==> src/rtl/inst_fetch.sv <==
// Sequential PC+4 instruction fetcher feeding the issue stage through a FIFO instruction queue.
// Define ICACHE_EN to add a direct-mapped instruction cache in front of the memory controller.
module inst_fetch #(
  parameter int unsigned IQ_DEPTH     = 16,
  parameter int unsigned ICACHE_LINES = 64,
  parameter logic [31:0] RESET_PC     = 32'h0000_0000
) (
  input  logic        clk,
  input  logic        rst,
  input  logic        rdy,
  input  logic        issue_stall,
  output logic        inst_valid,
  output logic [31:0] inst_to_issue,
  output logic [31:0] pc_to_issue,
  input  logic        jump_enable,
  input  logic [31:0] jump_pc,
  output logic        mem_req_valid,
  output logic [31:0] mem_req_addr,
  input  logic        mem_resp_valid,
  input  logic [31:0] mem_resp_data
);
  localparam int unsigned PTR_W = $clog2(IQ_DEPTH);
  localparam int unsigned CNT_W = PTR_W + 1;

  typedef enum logic [1:0] {
    S_IDLE    = 2'd0,
    S_WAIT    = 2'd1,
    S_DISCARD = 2'd2
  } state_t;

  state_t           state;
  logic [31:0]      fetch_pc;
  logic [PTR_W-1:0] head;
  logic [PTR_W-1:0] tail;
  logic [CNT_W-1:0] count;
  logic [31:0]      iq_inst [IQ_DEPTH];
  logic [31:0]      iq_pc   [IQ_DEPTH];

  logic        has_room;
  logic        not_empty;
  logic        pop;
  logic        resp_push;
  logic        hit_push;
  logic        push;
  logic [31:0] push_inst;

  assign not_empty = (count != '0);
  assign has_room  = (count < CNT_W'(IQ_DEPTH));
  assign pop       = rdy && not_empty && !issue_stall && !jump_enable;
  assign resp_push = rdy && !jump_enable && (state == S_WAIT) && mem_resp_valid;
  assign push      = resp_push || hit_push;

  // Queue head is presented directly; zeroed while the queue is empty.
  assign inst_valid    = pop;
  assign inst_to_issue = not_empty ? iq_inst[head] : 32'h0;
  assign pc_to_issue   = not_empty ? iq_pc[head]   : 32'h0;

`ifdef ICACHE_EN
  localparam int unsigned IDX_W = $clog2(ICACHE_LINES);
  localparam int unsigned TAG_W = 30 - IDX_W;

  logic [31:0]             ic_data [ICACHE_LINES];
  logic [TAG_W-1:0]        ic_tag  [ICACHE_LINES];
  logic [ICACHE_LINES-1:0] ic_valid;
  logic [IDX_W-1:0]        ic_idx;
  logic                    ic_hit;

  // fetch_pc is stable during WAIT, so one index serves both lookup and fill.
  assign ic_idx    = fetch_pc[IDX_W+1:2];
  assign ic_hit    = ic_valid[ic_idx] && (ic_tag[ic_idx] == fetch_pc[31:IDX_W+2]);
  assign hit_push  = rdy && !jump_enable && (state == S_IDLE) && has_room && ic_hit;
  assign push_inst = hit_push ? ic_data[ic_idx] : mem_resp_data;

  always_ff @(posedge clk or posedge rst) begin
    if (rst) begin
      ic_valid <= '0;
    end else if (resp_push) begin
      ic_valid[ic_idx] <= 1'b1;
    end
  end

  always_ff @(posedge clk) begin
    if (resp_push) begin
      ic_data[ic_idx] <= mem_resp_data;
      ic_tag[ic_idx]  <= fetch_pc[31:IDX_W+2];
    end
  end
`else
  logic unused_lines;

  assign hit_push     = 1'b0;
  assign push_inst    = mem_resp_data;
  assign unused_lines = ICACHE_LINES[0];
`endif

  // Queue storage carries no reset; validity is tracked by count.
  always_ff @(posedge clk) begin
    if (push) begin
      iq_inst[tail] <= push_inst;
      iq_pc[tail]   <= fetch_pc;
    end
  end

  // Fetch control: jumps flush the queue and override every other action.
  always_ff @(posedge clk or posedge rst) begin
    if (rst) begin
      state         <= S_IDLE;
      fetch_pc      <= RESET_PC;
      head          <= '0;
      tail          <= '0;
      count         <= '0;
      mem_req_valid <= 1'b0;
      mem_req_addr  <= 32'h0;
    end else if (rdy) begin
      if (jump_enable) begin
        fetch_pc <= jump_pc;
        head     <= '0;
        tail     <= '0;
        count    <= '0;
        case (state)
          S_WAIT, S_DISCARD: begin
            if (mem_resp_valid) begin
              state         <= S_IDLE;
              mem_req_valid <= 1'b0;
            end else begin
              state <= S_DISCARD;
            end
          end
          default: state <= S_IDLE;
        endcase
      end else begin
        if (push) tail <= tail + PTR_W'(1);
        if (pop)  head <= head + PTR_W'(1);
        if (push && !pop) begin
          count <= count + CNT_W'(1);
        end else if (pop && !push) begin
          count <= count - CNT_W'(1);
        end
        case (state)
          S_IDLE: begin
            if (hit_push) begin
              fetch_pc <= fetch_pc + 32'd4;
            end else if (has_room) begin
              mem_req_valid <= 1'b1;
              mem_req_addr  <= fetch_pc;
              state         <= S_WAIT;
            end
          end
          S_WAIT: begin
            if (mem_resp_valid) begin
              fetch_pc      <= fetch_pc + 32'd4;
              mem_req_valid <= 1'b0;
              state         <= S_IDLE;
            end
          end
          S_DISCARD: begin
            if (mem_resp_valid) begin
              mem_req_valid <= 1'b0;
              state         <= S_IDLE;
            end
          end
          default: state <= S_IDLE;
        endcase
      end
    end
  end

endmodule

==> config.mk <==
export PLATFORM = sky130hd
export DESIGN_NAME = inst_fetch
export DESIGN_NICKNAME = d
export VERILOG_FILES = /design/src/rtl/inst_fetch.sv
export SDC_FILE = /design/constraint.sdc
export NUM_CORES = 1
export LEC_CHECK = 0
export CAP_MARGIN = 20
export CORE_MARGIN = 4
export CORE_UTILIZATION = 40
export CTS_CLUSTER_SIZE = 8
export DETAILED_ROUTE_END_ITERATION = 8
export PLACE_DENSITY = 0.64
export SETUP_SLACK_MARGIN = 0.15
export SYNTH_ARGS = -nofsm -noshare
export SYNTH_HDL_FRONTEND = slang
export SYNTH_SLANG_ARGS = --single-unit
==> constraint.sdc <==
create_clock -name clk -period 9.6 [get_ports clk]
set_input_delay 1.44 -clock clk [delete_from_list [all_inputs] [get_ports clk]]
set_output_delay 1.44 -clock clk [all_outputs]
set_load 0.02 [all_outputs]
# [After elaboration in Yosys (flattened, before gate mapping)]
# Memory sizes are Yosys's and may differ from the RTL's.
# Index checks and enable logic that the tools add are counted.
# Widths: inputs -> output; s select.
[word_totals] input_bits=70 regBits=80 output_inout_bits=98 elab_cells=74 ramBits=1024 memories=2
[op_classes] n_addsub=5 eq_ne=5 reduce_logical=28 magnitude_cmp=1 bitwise=1 n_mux=25
[memory_table] name="iq_inst" depth=16 width=32 read_ports=1 rd_clocked_by_memory_dff=0 write_ports=1 line="36" source="logic [31:0] iq_inst [IQ_DEPTH];"
[memory_table] name="iq_pc" depth=16 width=32 read_ports=1 rd_clocked_by_memory_dff=0 write_ports=1 line="37" source="logic [31:0] iq_pc [IQ_DEPTH];"
[ops] op="$mux 32" n=5
[ops] op="$add 32x3->32 const B" n=1
[ops] op="$mux 4" n=4
[ops] op="$mux 5" n=3
[ops] op="$mux 2" n=5
[ops] op="$reduce_bool 2->1" n=5
[ops] op="$add 4x1->4 const B" n=2
[ops] op="$logic_and 1x1->1" n=8
[ops] op="$reduce_and 4->1" n=2
[ops] op="$mux 1" n=6
[ops] op="$reduce_and 2->1" n=3
[ops] op="$reduce_and 3->1" n=2
[ops] op="$add 5x1->5 const B" n=1
[ops] op="$lt 5x5->1 const B" n=1
[ops] op="$reduce_bool 5->1" n=1
[ops] op="$sub 5x1->5 const B" n=1
[ops] op="$logic_not 1->1" n=4
[ops] op="$pmux 2 s2" n=1
[ops] op="$ne 3x1->1 const B" n=1
[ops] op="$ne 3x3->1 const B" n=1
[ops] op="$reduce_bool 3->1" n=1
[ops] op="$eq 2x1->1 const B" n=1
[ops] op="$eq 2x2->1 const B" n=1
[ops] op="$logic_not 2->1" n=1
[ops] op="other kinds (4)" n=4

# [Depth between registers and ports, before layout]
[logic_depth] word_depth=9 ltp_mapped=10 ltp_nobuf=10

# [Worst setup path before layout]
# No wires, ideal clock.
[synth_path] path_type="input to register" startpoint="input rdy" endpoint="memory iq_inst[4][0], enable pin" cell_stages=5 setup_ns=0.429 t_arrival_ns=3.846 required_time_ns=9.171 n_path_buf=1 path_slack_ns=5.325 path_cell_list="clkbuf_1 > and4b_1 > and2_1 > nor2b_1 > and2_1"
[synth_between] elab_chain_len=5
[synth_rtl] element="from (decl)" line="10" source="input logic rdy,"
[synth_rtl] element="$logic_and 1x1->1 (3 in series)" line="50" source="assign resp_push = rdy && !jump_enable && (state == S_WAIT) && mem_resp_valid;"
[synth_rtl] element="$mux 1" line="98" source="if (push) begin"
[synth_rtl] element="$mux 1 (not written as such)" line="99" source="iq_inst[tail] <= push_inst;"
[synth_rtl] element="to (decl)" line="36"
# Every way passes these cells.

# [Worst setup path after layout]
[layout_path] startpoint="register head[0]" endpoint="output pc_to_issue[16]"
[layout_between] elab_chain_len=2
[layout_rtl] element="from (decl)" line="33" source="logic [PTR_W-1:0] head;"
[layout_rtl] element="from (signal assigned)" line="133" source="if (pop) head <= head + PTR_W'(1);"
[layout_rtl] element="$mem_v2 16x32"
[layout_rtl] element="$mux 32" line="56" source="assign pc_to_issue = not_empty ? iq_pc[head] : 32'h0;"
[layout_rtl] element="to (decl)" line="14" source="output logic [31:0] pc_to_issue,"
# Every way passes these cells.

==> impl_metrics.yaml <==
synthesis:
  ys_ff_latch: 1104
  syn_area_sq_um: 43110
  synth.distinct_cells: 58
  synth_edf_count: 1024
  async_flop_share_pct: 7.246
  synthesis.nets: 2022
  syn_inst: 1939
  syn_avg_cell_area_sq_um: 22.23
  ys.flop_type: "edfxtp_1"
  ys_warn_count: 0
  yosysSeqAreaShare_pct: 75.98
worst_setup_path:
  start_kind: "register"
  crit_required_ps: 8160
  cp.arrival_ps: 4550
  worstSetupPathType: "reg -> out"
  cp-end-kind: "output pin"
  reg2reg_depth: 7
  path_max_fanout: 124
detailed_routing:
  via_per_inst: 5.703
  route.antenna.remaining_nets: 0
  first_pass_iters: 5
  routedWlPerCell_microns: 27.68
  first_iter_violations: 2049
  vias: 20764
  wl_microns: 100800
  remaining_drc_errors: 0
status:
  status: "complete, no violations"
die:
  initial_utilization_pct: 40.27
  rows: 120
  die_w_microns: 336.3
  ioPinCount: 168
  core_sq_um: 107100
  die-area_sq_um: 113100
  die_h_microns: 336.3
clock_tree:
  post_cts_buffers: 0
  hold_buffers: 0
  path_clk_slew_ps: 50
  cts_buffers: 156
  cts_num_sinks: 1104
  insertion_delay_ps: 740
  post_cts_resized: 0
  clk_root_buffer_cell: "clkbuf_16"
  cts_max_level: 4
  cts_tree: "done"
  cts_max_path_buffers: 3
placement:
  placed_cell_area_sq_um: 46380
  gp_congestion: 0.7837
  portBuffers: 167
  dp_cells: 3434
  hpwl_microns: 49690
global_route:
  antenna_found_initial: 6
  grtUsageTotal_pct: 18.08
  grt-ovfl-total: 0
  grt_pass1_vias: 22221
  grt_max_degree: 177
  grt_pass1_wl_microns: 149000
timing:
  setup_tns_ps: 0
  rsz0062_at_grt: "false"
  hold_viol_final: 0
  slew_headroom_pct: 14.92
  period_needed_ps: 5992
  slew_viol_final: 0
  worst_slew_pin_slew_ps: 1276
  finalCritPeriodShare_pct: 62.41
  fin_skew_ps: 19.51
  setup_viol: 0
  fin_hold_ws_ps: 505.4
  fmax_mhz: 166.9
power_and_ir_drop:
  powerDensity_nw_per_um2: 255.3
  ir_worst_vdd_uv: 146.8
  p_leak_nw: 15.72
job:
  maxCapViolations: 0
hold_path:
  hold_path.class: "reg -> reg"
  holdPathStages: 1
layout:
  multi_input_area_sq_um: 9903
  syn_to_final_growth_pct: 17.64
  drive_gt1_share_pct: 26.13
  final_cell_mix: "edfxtp_1 (1024), mux4_2 (320), clkdlybuf4s50_1 (166), clkbuf_16 (156), dfrtp_1 (76)"
  final_common_cell: "edfxtp_1"
  final_cells: 3641
  nNetsFinal: 2272
  final_area_sq_um: 50710
  seqCellArea_sq_um: 32770
  fillers: 8609
==> kinds of logic (layout without fill, tap and decap cells) <==
family / count (synthesis) / count (layout) / share of synthesized area, %
and+or+nand+nor: 245 / 245 / 3.103
muxes: 359 / 359 / 17.73
DFF: 1104 / 1104 / 75.98
xor gates and xnor gates: 5 / 5 / 0.1016
other: 0 / 3 / 0
adders and majority gates: 13 / 13 / 0.3948
AOI/OAI and AO/OA: 99 / 99 / 1.448
buffers and inverters: 114 / 410 / 1.242
==> per-layer routing <==
layer	vias to the layer above	track usage (%)	part of all wire, %
li1	8631	-	-
met1	11141	25.52	43
met2	825	29.15	49
met3	167	3.268	6.4
met4	0	5.140	1.9
met5	-	0	0
==> synthesized netlist by cell type (3+ instances only) <==
master / n / area (sq um)
inv_1: 10 / 37.54
nand3_1: 28 / 140.1
or3_1: 3 / 18.77
buf_6: 3 / 33.78
a311o_1: 3 / 30.03
o22ai_1: 4 / 25.02
and4_1: 5 / 43.79
and3_1: 17 / 106.4
o21ai_1: 3 / 15.01
buf_4: 16 / 120.1
dfrtp_1: 80 / 2002
o21ai_0: 25 / 125.1
xor2_1: 3 / 26.28
o21a_1: 4 / 30.03
a31oi_1: 4 / 25.02
buf_1: 6 / 22.52
and2_1: 11 / 68.82
a22oi_1: 3 / 22.52
ha_1: 12 / 150.1
mux2_2: 36 / 405.4
a22o_1: 3 / 26.28
a21oi_1: 28 / 140.1
nor3_1: 7 / 35.03
nand2_1: 43 / 161.4
o22a_1: 4 / 35.03
mux4_2: 320 / 7207
nor4_1: 9 / 56.30
nand4_1: 9 / 56.30
nor2_1: 32 / 120.1
or4_1: 4 / 30.03
edfxtp_1: 1024 / 30750
clkbuf_1: 58 / 217.7
buf_2: 20 / 100.1
mux2i_1: 3 / 30.03
nor2b_1: 70 / 437.9
==> area by class of cell <==
type                    instances  share of cell area, %
clock buffers                 188                  7.955
inverters                      11                0.08389
diodes                          3                0.01480
well taps                    1403                  3.462
flip-flops and latches       1104                  64.62
multi-input cells             721                  19.53
repair buffers                195                  3.775
clock inverters                16                 0.5601
==> registers in the layout, indices dropped and copies added, names as in the netlist <==
name and flops:
fetch_pc 32, count 5, state 2, mem_req_addr 32, iq_inst 512, tail 4, head 4, iq_pc 512
mem_req_valid 1
==> through the flow <==
stage	power, W	worst slack, ps	util [%]
final	0.01295	3608	47.37
after global routing	0.01348	3274	47.36
after CTS	0.01311	3453	47.36
after detailed placement	0.008185	4252	43.33
after global placement	0.008134	4303	43.33
after floorplan	0.007237	5325	-
==> where the power goes <==
| part | internal (W) | leakage (nW) | total [W] | switching [W] |
|---|---|---|---|---|
| registers | 0.00552 | 10.1 | 0.00582 | 0.000306 |
| logic | 0.00113 | 3.50 | 0.00223 | 0.00110 |
| clock network | 0.00294 | 2.09 | 0.00490 | 0.00196 |
==> path summary, 6_finish.rpt <==
path / slack, ps / endpoint / startpoint
setup / recovery: 3610 / pc_to_issue[16] / head[0]
hold reg to reg: 510 / mem_req_addr[0] / mem_req_addr[0]
min in group asynchronous: 1020 / fetch_pc[12] / rst
hold / removal: 510 / mem_req_addr[0] / mem_req_addr[0]
max in group asynchronous: 7380 / head[0] / rst
setup reg to reg: 6200 / iq_inst[0][31] / state[1]
==> critical path, stage by stage, from the launching register on <==
cell             delay, ps
dfrtp_4                930
buf_12                 800
mux4_2                 610
mux4_2                 460
nor2b_1                210
clkdlybuf4s50_1        630
Power figures use the tool's default switching activity.
==> RTL edit (same settings) <==
Set the parameter `IQ_DEPTH` to 32 (it was 16).
--- a/src/rtl/inst_fetch.sv
+++ b/src/rtl/inst_fetch.sv
@@ -2,5 +2,5 @@
 // Define ICACHE_EN to add a direct-mapped instruction cache in front of the memory controller.
 module inst_fetch #(
-  parameter int unsigned IQ_DEPTH     = 16,
+  parameter int unsigned IQ_DEPTH     = 32,
   parameter int unsigned ICACHE_LINES = 64,
   parameter logic [31:0] RESET_PC     = 32'h0000_0000
Function: not settled (the Yosys comparison gave no result); the edit may change what the design does.
==> RTL edit against the unedited design <==
  * Worst setup slack lost 0.43 ns
  * Count of clock-buffer cells in the layout grew 157
  * Area after synthesis grew 91%
  * Sequential cell count grew 1027
  * Power grew 88%
  * Non-clock buffer count grew 107
  * Routed wire length grew 110%
  * Cell area grew 91%
  * Critical endpoint is now inst_to_issue[3]
  * Via count grew 96%
  * Highest routed layer is now met5
==> RTL edit: results (changes against the unedited design) <==
Clocking
  • Clock Path Buffers: 4 (was 3)
  • Htree depth: 5 (was 4)
  • Setup bufs post-CTS: 0 (unchanged)
  • Clk_lat worst skew: 0.91 ns (was 0.74 ns)
  • CTS Buf Count: 317 (was 156)

Detailed routing
  • Routed wire per std cell: 30.0 um (was 27.7 um)
  • Vias: 40661 (was 20764)
  • First-iteration detailed-routing DRC count: 4412 (was 2049)
  • Post-Route WL: 208 mm (was 101 mm)

Global routing
  • Pin count of the biggest net entering global routing: 154 (was 177)
  • Global-route usage over all layers: 19.5% (was 18.1%)
  • Vias in the first global route: 41967 (was 22221)
  • Initial antenna violation count: 4 (was 6)
  • First-pass GRT wire length: 301 mm (was 149 mm)

Synthesis
  • Mapped Avg Cell Area: 21.7 sq um (was 22.2 sq um)
  • Synth Net Count: 3871 (was 2022)
  • Post-synthesis async set-or-reset flop share: 3.89% (was 7.25%)
  • Register area share after synthesis: 77.3% (was 76.0%)
  • Yosys cell types: 59 (was 58)
  • Post-synth top cells: edfxtp_1, mux4_2, nor2_1, mux2_2, a21oi_1 (was edfxtp_1, mux4_2, dfrtp_1, nor2b_1, clkbuf_1)
  • EDFF count, synth: 2048 (was 1024)
  • Top cells by area, synth: edfxtp_1, mux4_2, dfrtp_1 (unchanged)

Pwr
  • Lkg Pwr: 29.9 nW (was 15.7 nW)
  • Peak VDD IR: 195 uV (was 147 uV)

Setup path
  • Worst path max stage delay: 0.77 ns (was 0.93 ns)
  • Crit-path max FO: 60 (was 124)
  • CP max stage cell: buf_4 (was dfrtp_4)
  • Worst path arrival time: 4.98 ns (was 4.55 ns)

Timing
  • Worst slew pin tran: 1.27 ns (was 1.28 ns)
  • Worst-case clock skew: 0.0771 ns (was 0.0195 ns)

Place
  • Hpwl dp: 108 mm (was 49.7 mm)
  • Placed Cells: 6529 (was 3434)
  • Routability congestion estimate: 0.770 (was 0.784)

Outcome
  • Status: finished clean (unchanged)

Finish
  • Regs by FF count: iq_inst x1024, iq_pc x1024 (was iq_inst x512, iq_pc x512)
  • Final net count: 4277 (was 2272)
  • Filler cell count: 16403 (was 8609)
  • Ratio of cells with drive above 1 in the final layout: 27.6% (was 26.1%)
-- RTL edit: changes by cell type after synthesis, sizes merged, moves of 12 or more --
cell / change
clkbuf: +39
o221ai: +24
mux2: +100
mux2i: +84
nor2b: -66
inv: +27
buf: +73
o22ai: +87
a21oi: +101
mux4: +192
nor2: +153
edfxtp: +1024
or3: +12
-- RTL edit: cell families after synthesis --
family	count (synthesis)	share of synthesized area [%]
buf+inv	254	1.32
fa+ha+maj	13	0.207
xor+xnor	6	0.0639
simple gates	324	1.77
compound gates	325	2.45
flops	2131	77.3
mux	735	16.9
-- RTL edit: layout make-up --
cell class / instances / share of cell area [%]
Clock buffer: 345 / 8.43
Inverter: 39 / 0.154
Multi-Input combinational cell: 1403 / 18.5
Tap cell: 2688 / 3.48
Antenna cell: 1 / 0.00259
Timing Repair Buffer: 302 / 3.50
Clock inverter: 7 / 0.0583
Sequential cell: 2131 / 65.8
-- RTL edit: metal layers --
metal	global-route usage, %	part of all wire, %	vias to the layer above
li1	-	-	16570
met1	27.8	42	21878
met2	31.1	48	1853
met3	3.87	7.9	356
met4	5.10	2.3	4
met5	0	0.013	-
-- RTL edit: final timing paths --
path,start,to,slack (ns),depth (start not counted)
worst max-delay path,head[2],inst_to_issue[3],3.18,6
worst min-delay path,mem_req_addr[19],mem_req_addr[19],0.50,1
worst max register to register,state[1],iq_pc[12][2],5.43,6
worst min register to register,mem_req_addr[19],mem_req_addr[19],0.50,1
max in group asynchronous,rst,head[0],7.48,3
min in group asynchronous,rst,mem_req_addr[2],0.85,2
-- RTL edit: power breakdown --
group	internal, mW	switching (mW)
clock network	5.87	3.59
logic	1.88	2.34
registers	10.5	0.133
-- RTL edit: stage by stage --
stage          cell area [sq um]  setup slack, ns
2_1_floorplan              82300             4.06
3_3_place_gp               87600             3.95
3_5_place_dp               87600             3.89
4_1_cts                    95800             3.01
5_1_grt                    96600             2.86
6_report                   96600             3.18
